===== src/rtl/traffic_pkg.sv =====
// Shared state encoding and lamp codes for the highway/farm-road traffic controller.
package traffic_pkg;

    typedef enum logic [1:0] {
        GREEN  = 2'b00,
        YELLOW = 2'b01,
        RED    = 2'b10
    } lamp_t;

    typedef enum logic [2:0] {
        S_HG = 3'd0,
        S_HY = 3'd1,
        S_FG = 3'd2,
        S_FY = 3'd3,
        S_EY = 3'd4,
        S_EG = 3'd5
    } state_t;

    // Emergency context captured on entry: the road to turn green, and which road shows yellow in EY.
    typedef struct packed {
        logic dir;
        logic ey_farm;
    } emg_ctx_t;

    function automatic logic is_normal(state_t s);
        return s inside {S_HG, S_HY, S_FG, S_FY};
    endfunction

    function automatic logic farm_active(state_t s);
        return s inside {S_FG, S_FY};
    endfunction

    // Skip the yellow phase only when the requested road is already green.
    function automatic state_t emg_entry(state_t s, logic dir);
        if ((s == S_HG && !dir) || (s == S_FG && dir))
            return S_EG;
        return S_EY;
    endfunction

endpackage


===== src/rtl/traffic_lamp_decode.sv =====
// Decodes controller state plus latched emergency context into highway/farm lamp codes.
module traffic_lamp_decode
    import traffic_pkg::*;
(
    input  state_t   state,
    input  emg_ctx_t ctx,
    output lamp_t    hl,
    output lamp_t    fl
);

    always_comb begin
        // NOTE: every output gets a default before the case so no latch is inferred.
        hl = RED;
        fl = RED;
        case (state)
            S_HG: hl = GREEN;
            S_HY: hl = YELLOW;
            S_FG: fl = GREEN;
            S_FY: fl = YELLOW;
            S_EY: if (ctx.ey_farm) fl = YELLOW; else hl = YELLOW;
            S_EG: if (ctx.dir) fl = GREEN; else hl = GREEN;
            default: ;
        endcase
    end

endmodule


===== src/rtl/traffic_ctrl.sv =====
// Highway/farm-road traffic light Moore FSM with timer-restart output.
// Emergency pre-emption is compiled in only when TRAFFIC_CTRL_EMERGENCY_EN is defined.
module traffic_ctrl
    import traffic_pkg::*;
(
    input  logic       Clk,
    input  logic       Rst,
    input  logic       C,
    input  logic       TS,
    input  logic       TL,
    input  logic       EMG,
    input  logic       EMG_DIR,
    output logic       ST,
    output logic [1:0] HL,
    output logic [1:0] FL,
    output logic       EMG_ACK
);

    state_t   state, state_next;
    emg_ctx_t ctx, ctx_next;
    logic     emg_req, emg_dir_in;
    logic     ts_ok, tl_ok;
    lamp_t    hl_lamp, fl_lamp;

`ifdef TRAFFIC_CTRL_EMERGENCY_EN
    assign emg_req    = EMG;
    assign emg_dir_in = EMG_DIR;
    assign EMG_ACK    = (state == S_EG);
`else
    logic unused_emg;
    assign unused_emg = EMG ^ EMG_DIR;
    assign emg_req    = 1'b0;
    assign emg_dir_in = 1'b0;
    assign EMG_ACK    = 1'b0;
`endif

    // The timer count is stale during the restart cycle, so its flags are masked then.
    assign ts_ok = TS & ~ST;
    assign tl_ok = TL & ~ST;

    always_ff @(posedge Clk) begin
        // NOTE: synchronous reset; ST is forced high so the timer stays cleared through reset.
        if (Rst) begin
            state <= S_HG;
            ctx   <= '0;
            ST    <= 1'b1;
        end else begin
            state <= state_next;
            ctx   <= ctx_next;
            ST    <= (state_next != state);
        end
    end

    always_comb begin
        state_next = state;
        ctx_next   = ctx;
        if (emg_req && is_normal(state)) begin
            ctx_next.dir     = emg_dir_in;
            ctx_next.ey_farm = farm_active(state);
            state_next       = emg_entry(state, emg_dir_in);
        end else begin
            case (state)
                S_HG:    if (C && tl_ok) state_next = S_HY;
                S_HY:    if (ts_ok) state_next = S_FG;
                S_FG:    if (!ST && (!C || TL)) state_next = S_FY;
                S_FY:    if (ts_ok) state_next = S_HG;
                S_EY:    if (ts_ok) state_next = S_EG;
                S_EG:    if (!emg_req && ts_ok) state_next = ctx.dir ? S_FG : S_HG;
                default: state_next = S_HG;
            endcase
        end
    end

    traffic_lamp_decode u_lamp_decode (
        .state (state),
        .ctx   (ctx),
        .hl    (hl_lamp),
        .fl    (fl_lamp)
    );

    assign HL = hl_lamp;
    assign FL = fl_lamp;

endmodule


===== config.mk =====
export PLATFORM = sky130hd
export DESIGN_NAME = traffic_ctrl
export DESIGN_NICKNAME = d
export VERILOG_FILES = /design/src/rtl/traffic_pkg.sv /design/src/rtl/traffic_lamp_decode.sv /design/src/rtl/traffic_ctrl.sv
export SDC_FILE = /design/constraint.sdc
export NUM_CORES = 1
export LEC_CHECK = 0
export ABC_AREA = 1
export BUFFER_PORTS_ARGS = -buffer_cell sky130_fd_sc_hd__buf_2
export CAP_MARGIN = 20
export CORE_AREA = 4 4 41 43
export DETAILED_ROUTE_END_ITERATION = 6
export DIE_AREA = 0 0 45 47
export GPL_ROUTABILITY_DRIVEN = 0
export PLACE_DENSITY_LB_ADDON = 0.15
export SLEW_MARGIN = 20
export SYNTH_ARGS = -nofsm -noshare
export SYNTH_HDL_FRONTEND = slang
export SYNTH_SLANG_ARGS = --single-unit

===== constraint.sdc =====
create_clock -name Clk -period 0.9 [get_ports Clk]
set_input_delay 0.135 -clock Clk [delete_from_list [all_inputs] [get_ports Clk]]
set_output_delay 0.135 -clock Clk [all_outputs]
set_load 0.05 [all_outputs]

==> out/results.ini, run 1 <==
[outcome]
status=finished with violations
violations=negative setup slack

[worst_setup_path]
cp_slowest_cell=dfxtp_4
reg2reg_to=ST
crit_start=state[2]
arrival_ps=1100
rr_startpoint=state[2]
r2r_slack_ps=-260
path_cells=buf_6 > nor2_4 > clkinvlp_4 > buf_8
worstSetupPathType=reg -> out
crit_required_ps=760
startpoint_type=register
crit_fanout=5
rr_worst_depth=8
path_delay_family=buffers and inverters
critPathMaxStageDelay_ps=360
end_kind=primary output
cp-endpoint=FL[1]
worst-path-buf-inv=3
path_depth=4

[sta]
fin_worst_skew_ps=4.60
period_minus_slack_ps=1230
period_share_pct=137
fmax_mhz=813
final_hold_viol_count=0
report.final.slew_viol_count=0
whs_ps=121
rsz0062_at_grt=yes
setup_ws_ps=-331
setup_viol=6

[floorplan]
core_sq_um=1300
die_area_sq_um=2120
die_y_microns=47
die_w_microns=45
ioPinCount=13
rows=13
initial_utilization_pct=21.2

[drt]
drc=0
drt_iter0_markers=23
vias=343
dr.pass1.iters=4
routed_wl_microns=803
avgViaCountPerCell=4.40
ant_nets=0
wl_per_cell_microns=10.3

[grt]
grt_usage_pct=8.14
grt-busiest-layer=met2
grt_pass1_vias=300
grt_max_degree=8
grt_use_met3_pct=1.53
met2_usage_pct=12.4
grt.overflow.total=0
grt_pass1_wl_microns=1210
antenna_found_initial=0
use_met1_pct=9.77

[job]
maxCapViolations=0

[finish]
area_growth_pct=97.7
fin_nets=72
layout-drive-gt1-share_pct=65.1
n_antenna_cell=0
final_area_sq_um=547
fin_util_pct=42.0
stdcell_count=78

[synthesis]
synth_area_sq_um=277
synth_cells=45
yosysWarnings=0
synth_edf_count=0
ys_types=18
syn-num-nets=52
ys_top_cells_by_count=nand2_1 (9), nor2_1 (7), inv_1 (5)
postSynthAreaPerCell_sq_um=6.14
synth_top_cell_by_area=dfxtp_1
synthFlopType=dfxtp_1
synth_area_leaders=dfxtp_1 (29%), nand2_1 (12%), nor2_1 (9.5%)
ys_async_sr_fraction_pct=0
synth_top_area_share_pct=29.0
ys_seq_elements=4
yosysSeqAreaShare_pct=29.0
synth_most_common_cell=nand2_1

[placed_design]
post-place-cells=71
post-place-ws_ps=-160
dpl.hpwl_microns=553
io_buffers=9
dpl_cell_area_sq_um=402

[cts]
clkTransAtPathRegs_ps=40
cts_sinks=4
clk_latency_ps=240
cts_buffers=3
clockBufferDepth=2
cts_root_buf=clkbuf_4
ctsHoldBuffers=0
tritoncts=yes
htreeDepth=1

[power]
power.leakage_nw=0.242
power.density_nw_per_um2=1070
peakVddDrop_mv=0.531

[hold_path]
hp-class=in -> reg

-- metrics by stage --
step	TNS, ps	total power [mW]
finish	-1550	0.584
global route	-1760	0.612
CTS	-1300	0.578
detailed placement	-761	0.331
global placement	-898	0.332
floorplan	-271	0.301
-- layout by cell type, fill, tap and decap left out, drive strengths merged --
| cell type | count |
|---|---|
| clkinvlp | 1 |
| o21ai | 3 |
| conb | 1 |
| nor3 | 3 |
| a211oi | 1 |
| o21a | 1 |
| clkbuf | 3 |
| dfxtp | 4 |
| nand3 | 3 |
| buf | 18 |
| a21oi | 1 |
| inv | 6 |
| nand2 | 10 |
| nor2 | 8 |
-- layer usage --
| layer | part of all wire, % | up-vias | routed length (microns) |
|---|---|---|---|
| met3 | 8.0 | 2 | 64 |
| met5 | 0 | - | 0 |
| met4 | 1.2 | 0 | 10 |
| met1 | 43 | 152 | 344 |
| met2 | 48 | 15 | 383 |
| li1 | - | 174 | - |
-- flip-flops by register name (all words and copies together) (netlist names) --
name   count
state      3
ST         1
-- worst min path at each step --
stage / start / end / slack [ps] / cells after the start
2_1_floorplan: Rst / state[1] / 200 / 1
5_1_grt: Rst / state[2] / 130 / 2
6_report: Rst / state[2] / 120 / 2
4_1_cts: Rst / state[1] / 90 / 2
3_3_place_gp: Rst / state[1] / 340 / 2
3_5_place_dp: Rst / state[1] / 340 / 2
-- cell type report --
type | instances | area, sq um
clock buffers | 3 | 22.5
fillers | 138 | 754
inverters | 7 | 35.0
multi-input cells | 31 | 209
flip-flops and latches | 4 | 95.1
well taps | 15 | 18.8
repair buffers | 18 | 166
-- worst reg2reg max path: cells and delay by family (launching register included) --
kind / cells / cell delay, ps
and+or+nand+nor: 4 / 210
buffers and inverters: 3 / 340
AOI/OAI and AO/OA: 1 / 120
DFF: 1 / 380
-- logic make-up (layout without fill, tap and decap cells) --
group	after synthesis	in the layout	share of synthesized area (%)
buf+inv	10	28	16.3
other cells	1	1	1.36
simple gates	24	24	40.7
compound gates	6	6	12.7
flops	4	4	29.0
-- report_power, final --
group          total, mW  leakage [nW]  internal (mW)  switching (mW)
sequential         0.199        0.0353          0.182          0.0176
clock              0.224        0.0138          0.149          0.0749
combinational      0.160         0.193         0.0621          0.0984
total              0.584         0.242          0.393           0.191
-- what timing repair did --
item	in CTS	in global routing
resized for setup	18	9
gates cloned	0	0
buffers inserted	2	2
endpoints found under the setup margin	9	9
pin swaps	2	4
No activity file was read; power rests on OpenSTA's default activity.
==> run 2: changes to the inputs <==
--- a/config.mk
+++ b/config.mk
@@ -8,9 +8,12 @@
 export ABC_AREA = 1
 export BUFFER_PORTS_ARGS = -buffer_cell sky130_fd_sc_hd__buf_2
 export CAP_MARGIN = 20
-export CORE_AREA = 4 4 41 43
+export CELL_PAD_IN_SITES_DETAIL_PLACEMENT = 0
+export CELL_PAD_IN_SITES_GLOBAL_PLACEMENT = 1
+export CORE_AREA = 2 2 39 41
+export CTS_CLUSTER_SIZE = 25
 export DETAILED_ROUTE_END_ITERATION = 6
-export DIE_AREA = 0 0 45 47
+export DIE_AREA = 0 0 41 43
 export GPL_ROUTABILITY_DRIVEN = 0
 export PLACE_DENSITY_LB_ADDON = 0.15
 export SLEW_MARGIN = 20
==> run 2 against run 1 <==
  * The flow still finishes with violations (negative setup slack)
  * Power rose by 1.4%
  * Utilization shrank 3.0 points
  * Final area shrank 1.4%
  * Critical path type unchanged
==> out/results.ini, run 2 (synthesized netlist as in run 1, its figures left out) <==
[outcome]
status=finished with violations  ; unchanged
violations=negative setup slack  ; unchanged

[drt]
ant_nets=0  ; unchanged
avgViaCountPerCell=4.15  ; was 4.40
dr.pass1.iters=4  ; unchanged
drt_iter0_markers=3  ; was 23
wl_per_cell_microns=9.84  ; was 10.3 microns
vias=332  ; was 343
drc=0  ; unchanged
routed_wl_microns=787  ; was 803 microns

[worst_setup_path]
cp_slowest_cell=dfxtp_2  ; was dfxtp_4
r2r_slack_ps=-150  ; was -260 ps
end_kind=primary output  ; unchanged
worst-path-buf-inv=2  ; was 3
critPathMaxStageDelay_ps=340  ; was 360 ps
crit_fanout=4  ; was 5
crit_required_ps=760  ; about the same
worstSetupPathType=reg -> out  ; unchanged
startpoint_type=register  ; unchanged
crit_start=state[2]  ; unchanged
rr_startpoint=state[2]  ; unchanged
path_delay_family=flip-flops  ; was buffers and inverters
path_cells=buf_4 > nor3_4 > buf_6  ; was buf_6 > nor2_4 > clkinvlp_4 > buf_8
arrival_ps=1060  ; was 1100 ps

[floorplan]
die_area_sq_um=1760  ; was 2120 sq um
die_y_microns=43  ; was 47 microns
die_w_microns=41  ; was 45 microns
ioPinCount=13  ; unchanged
initial_utilization_pct=20.0  ; was 21.2%
core_sq_um=1380  ; was 1300 sq um
rows=14  ; was 13

[grt]
grt_max_degree=8  ; unchanged
antenna_found_initial=0  ; unchanged
grt_pass1_wl_microns=1090  ; was 1210 microns
grt.overflow.total=0  ; unchanged
grt_usage_pct=9.43  ; was 8.14%
grt_pass1_vias=285  ; was 300

[placed_design]
dpl_cell_area_sq_um=410  ; was 402 sq um
dpl.hpwl_microns=547  ; was 553 microns
post-place-cells=73  ; was 71
post-place-ws_ps=-149  ; was -160 ps
io_buffers=9  ; unchanged

[sta]
report.final.slew_viol_count=0  ; unchanged
period_minus_slack_ps=1200  ; was 1230 ps
setup_ws_ps=-299  ; was -331 ps
final_hold_viol_count=0  ; unchanged
period_share_pct=133  ; was 137%
fmax_mhz=834  ; was 813 MHz
tns_ps=-1200  ; was -1550 ps
fin_worst_skew_ps=0.161  ; was 4.60 ps
setup_viol=6  ; unchanged
whs_ps=120  ; was 121 ps
rsz0062_at_grt=yes  ; unchanged

[finish]
largest_reg_flops=3  ; unchanged
fin_util_pct=39.0  ; was 42.0%
fillers=158  ; was 138
area_growth_pct=95.0  ; was 97.7%
top_register=state  ; unchanged
fin_nets=73  ; was 72
layout-drive-gt1-share_pct=65.6  ; was 65.1%
multi_input_area_sq_um=208  ; was 209 sq um
seq_area_sq_um=92.6  ; was 95.1 sq um
layout_commonest_cell=buf_4  ; was nand2_1
n_antenna_cell=0  ; unchanged
largestRegisters=state: 3 flops, ST: 1 flops  ; unchanged
stdcell_count=80  ; was 78
final_area_sq_um=539  ; was 547 sq um
final_cell_mix=buf_4 (10), nand2_1 (7), nor2_1 (5)  ; was nand2_1 (7), buf_4 (6), nor2_1 (5), buf_6 (5)

[cts]
clkTransAtPathRegs_ps=40  ; about the same
tritoncts=yes  ; unchanged
cts_sinks=4  ; unchanged
clk_latency_ps=230  ; was 240 ps
htreeDepth=1  ; unchanged
clockBufferDepth=2  ; unchanged
cts_root_buf=clkbuf_4  ; unchanged
cts_buffers=3  ; unchanged

[hold_path]
hp-class=in -> reg  ; unchanged
min_from=Rst  ; unchanged

[job]
maxCapViolations=0  ; unchanged

[power]
power.leakage_nw=0.244  ; was 0.242 nW
finalPower_mw=0.592  ; was 0.584 mW
power.density_nw_per_um2=1100  ; was 1070 nW/um^2
peakVddDrop_mv=0.657  ; was 0.531 mV

[run 2: changes by cell type in the layout (fill, tap and decap cells not counted), sizes merged]
cell | before | now
buf | 18 | 19
[run 2: layer usage]
metal  global-route usage (%)  wire, microns
met3                     3.14             42
met1                     11.5            342
met4                     8.00              0
met5                        0              0
met2                     12.5            403
[run 2: path summary, 6_finish.rpt]
check	depth (start not counted)	to
min reg2reg	3	state[2]
max reg2reg	7	ST
max	3	FL[0]
min	2	state[1]
[run 2: power by group]
group	internal, mW	switching, mW
combinational	0.0645	0.0998
sequential	0.185	0.0180
clock	0.149	0.0760
[run 2: cell type report]
cell class	instances	share of cell area [%]
Clock buffer	3	4.18
Tap cell	16	3.71
Inverter	7	6.96
Multi-Input combinational cell	31	38.5
Timing Repair Buffer	19	29.5
Sequential cell	4	17.2
[run 2: worst register-to-register path: stages (launching register included)]
cell and delay (ps):
dfxtp_2 370, buf_6 120, nor2_4 40, buf_4 120, nand3_2 50, nand2_2 60
o21ai_1 120, nand2_1 50
[run 2: repair_timing]
item                                    4_1_cts  5_1_grt
resized for setup                            14       10
setup buffers                                 2        2
pin swaps                                     1        5
hold buffers                                  0        0
endpoints found under the setup margin        9        9
==> run 3: changes to the inputs <==
==> constraint.sdc (replaced) <==
create_clock -name Clk -period 0.9 [get_ports Clk]
set_input_delay 0.135 -clock Clk [delete_from_list [all_inputs] [get_ports Clk]]
set_output_delay 0.135 -clock Clk [all_outputs]
set_load 0.005 [all_outputs]
==> run 3 against run 2 <==
  * Final area fell by 1.6%
  * Power fell by 8.8%
  * Flip-flop and latch count did not move
  * Setup slack improved by 110 ps
  * Sequential share of layout area up 0.28 points
  * Routed wire length shrank 8.1%
  * Fmax increased by 9.8%
  * Sequential power is 5% lower
  * The flow still finishes with violations (negative setup slack)
  * First-iteration DRC count decreased by 33%
  * Register-to-register slack gained 50 ps
  * Die area unchanged
==> out/results.ini, run 3 (synthesized netlist as in run 1, its figures left out) <==
[outcome]
status=finished with violations  ; unchanged
violations=negative setup slack  ; unchanged

[cts]
tritoncts=yes  ; unchanged
ctsHoldBuffers=0  ; unchanged
cts_root_buf=clkbuf_4  ; unchanged
clk_latency_ps=230  ; about the same
clockBufferDepth=2  ; unchanged
cts_buffers=3  ; unchanged
clkTransAtPathRegs_ps=30  ; was 40 ps
cts_sinks=4  ; unchanged
htreeDepth=1  ; unchanged

[grt]
grt_pass1_wl_microns=1130  ; was 1090 microns
grt_max_degree=6  ; was 8
antenna_found_initial=0  ; unchanged
grt_pass1_vias=287  ; was 285
grt.overflow.total=0  ; unchanged
grt_usage_pct=9.54  ; was 9.43%

[worst_setup_path]
crit_required_ps=760  ; about the same
crit_fanout=4  ; unchanged
r2r_slack_ps=-100  ; was -150 ps
critPathMaxStageDelay_ps=360  ; was 340 ps
end_kind=primary output  ; unchanged
path_cells=buf_4 > buf_6 > buf_2  ; was buf_4 > nor3_4 > buf_6
worstSetupPathType=reg -> out  ; unchanged
startpoint_type=register  ; unchanged
arrival_ps=960  ; was 1060 ps
cp_slowest_cell=dfxtp_4  ; was dfxtp_2

[power]
p_int_mw=0.404  ; was 0.398 mW
combinationalPowerShare_pct=24.6  ; was 27.7%
power.leakage_nw=0.255  ; was 0.244 nW
peakVddDrop_mv=0.824  ; was 0.657 mV
power.density_nw_per_um2=1020  ; was 1100 nW/um^2
pwr-share-seq_pct=35.8  ; was 34.2%
p_sw_share_pct=25.2  ; was 32.7%
switchingPower_mw=0.136  ; was 0.194 mW
clock_power_share_pct=39.6  ; was 38.1%

[drt]
routed_wl_microns=723  ; was 787 microns
avgViaCountPerCell=4.04  ; was 4.15
vias=339  ; was 332
drc=0  ; unchanged
wl_per_cell_microns=8.61  ; was 9.84 microns
drt_iter0_markers=2  ; was 3
ant_nets=0  ; unchanged
dr.pass1.iters=2  ; was 4

[finish]
n_antenna_cell=0  ; unchanged
final_cell_mix=buf_4 (10), buf_2 (8), nand2_1 (6)  ; was buf_4 (10), nand2_1 (7), nor2_1 (5)
fin_nets=77  ; was 73
largestRegisters=state: 3 flops, ST: 1 flops  ; unchanged
layout-drive-gt1-share_pct=64.7  ; was 65.6%
top_register=state  ; unchanged
stdcell_count=84  ; was 80
area_growth_pct=91.9  ; was 95.0%
layout_commonest_cell=buf_4  ; unchanged
largest_reg_flops=3  ; unchanged

[sta]
fin_worst_skew_ps=6.40  ; was 0.161 ps
fmax_mhz=916  ; was 834 MHz
setup_viol=8  ; was 6
setup_ws_ps=-192  ; was -299 ps
final_hold_viol_count=0  ; unchanged
report.final.slew_viol_count=0  ; unchanged
whs_ps=121  ; was 120 ps
period_share_pct=121  ; was 133%
rsz0062_at_grt=yes  ; unchanged
period_minus_slack_ps=1090  ; was 1200 ps

[floorplan]
initial_utilization_pct=20.0  ; unchanged
die_w_microns=41  ; unchanged
core_sq_um=1380  ; unchanged
rows=14  ; unchanged
ioPinCount=13  ; unchanged
die_y_microns=43  ; unchanged
die_area_sq_um=1760  ; unchanged

[placed_design]
post-place-cells=75  ; was 73
io_buffers=9  ; unchanged
dpl.hpwl_microns=536  ; was 547 microns

[hold_path]
hp-class=in -> reg  ; unchanged

[job]
maxCapViolations=0  ; unchanged

[run 3: cell types whose count changed in the layout (fill, tap and decap cells not counted), moves of 2 or more]
cell and delta:
buf_2 +4, buf_6 +2, buf_8 -2, inv_1 +2, nand2_2 +2
[run 3: power groups by stage]
stage / registers [mW] / clock network (mW) / logic, mW
floorplan: 0.201 / 0 / 0.0474
global placement: 0.202 / 0 / 0.0954
detailed placement: 0.201 / 0 / 0.0955
CTS: 0.193 / 0.225 / 0.121
global route: 0.194 / 0.241 / 0.147
finish: 0.193 / 0.214 / 0.133
[run 3: timing repair]
item,in CTS,in global routing
endpoints found under the hold margin,0,0
gates cloned,0,0
resized for setup,18,8
endpoints found under the setup margin,9,8
buffers inserted,4,2
pin swaps,4,2
[run 3: metal layers]
metal,part of all wire (%),up-vias,wire length [microns],track usage [%]
met3,4.4,0,32,4.71
met1,42,148,306,10.9
li1,-,186,-,-
met5,0,-,0,0
met4,0,0,0,4.00
met2,53,5,383,14.4
[run 3: cell type report]
class                      instances  area [sq um]
clock buffer                       3          22.5
fill                             150           853
inverter                           7          31.3
multi-input combinational         31           193
sequential                         4          92.6
tap                               16          20.0
timing repair buffer              23           171
[run 3: worst paths after layout]
check / from / end / depth (start not counted)
min reg2reg: state[2] / state[1] / 2
max reg2reg: state[1] / ST / 4
max: state[1] / HL[1] / 3
min: Rst / state[1] / 2
[run 3: metrics by stage]
stage	worst slack, ps	utilization (%)	cell area, sq um	power, mW	setup TNS (ps)
global route	-242	38.3	531	0.583	-1350
finish	-192	38.3	531	0.540	-907
detailed placement	-119	27.7	383	0.297	-377
floorplan	3.75	-	277	0.248	0
global placement	-146	27.7	383	0.297	-478
CTS	-190	35.1	485	0.539	-826
[run 3: worst max-delay path, delay by kind of cell (launching register included)]
family,cells,cell delay (ps)
buf+inv,3,360
flops,1,360
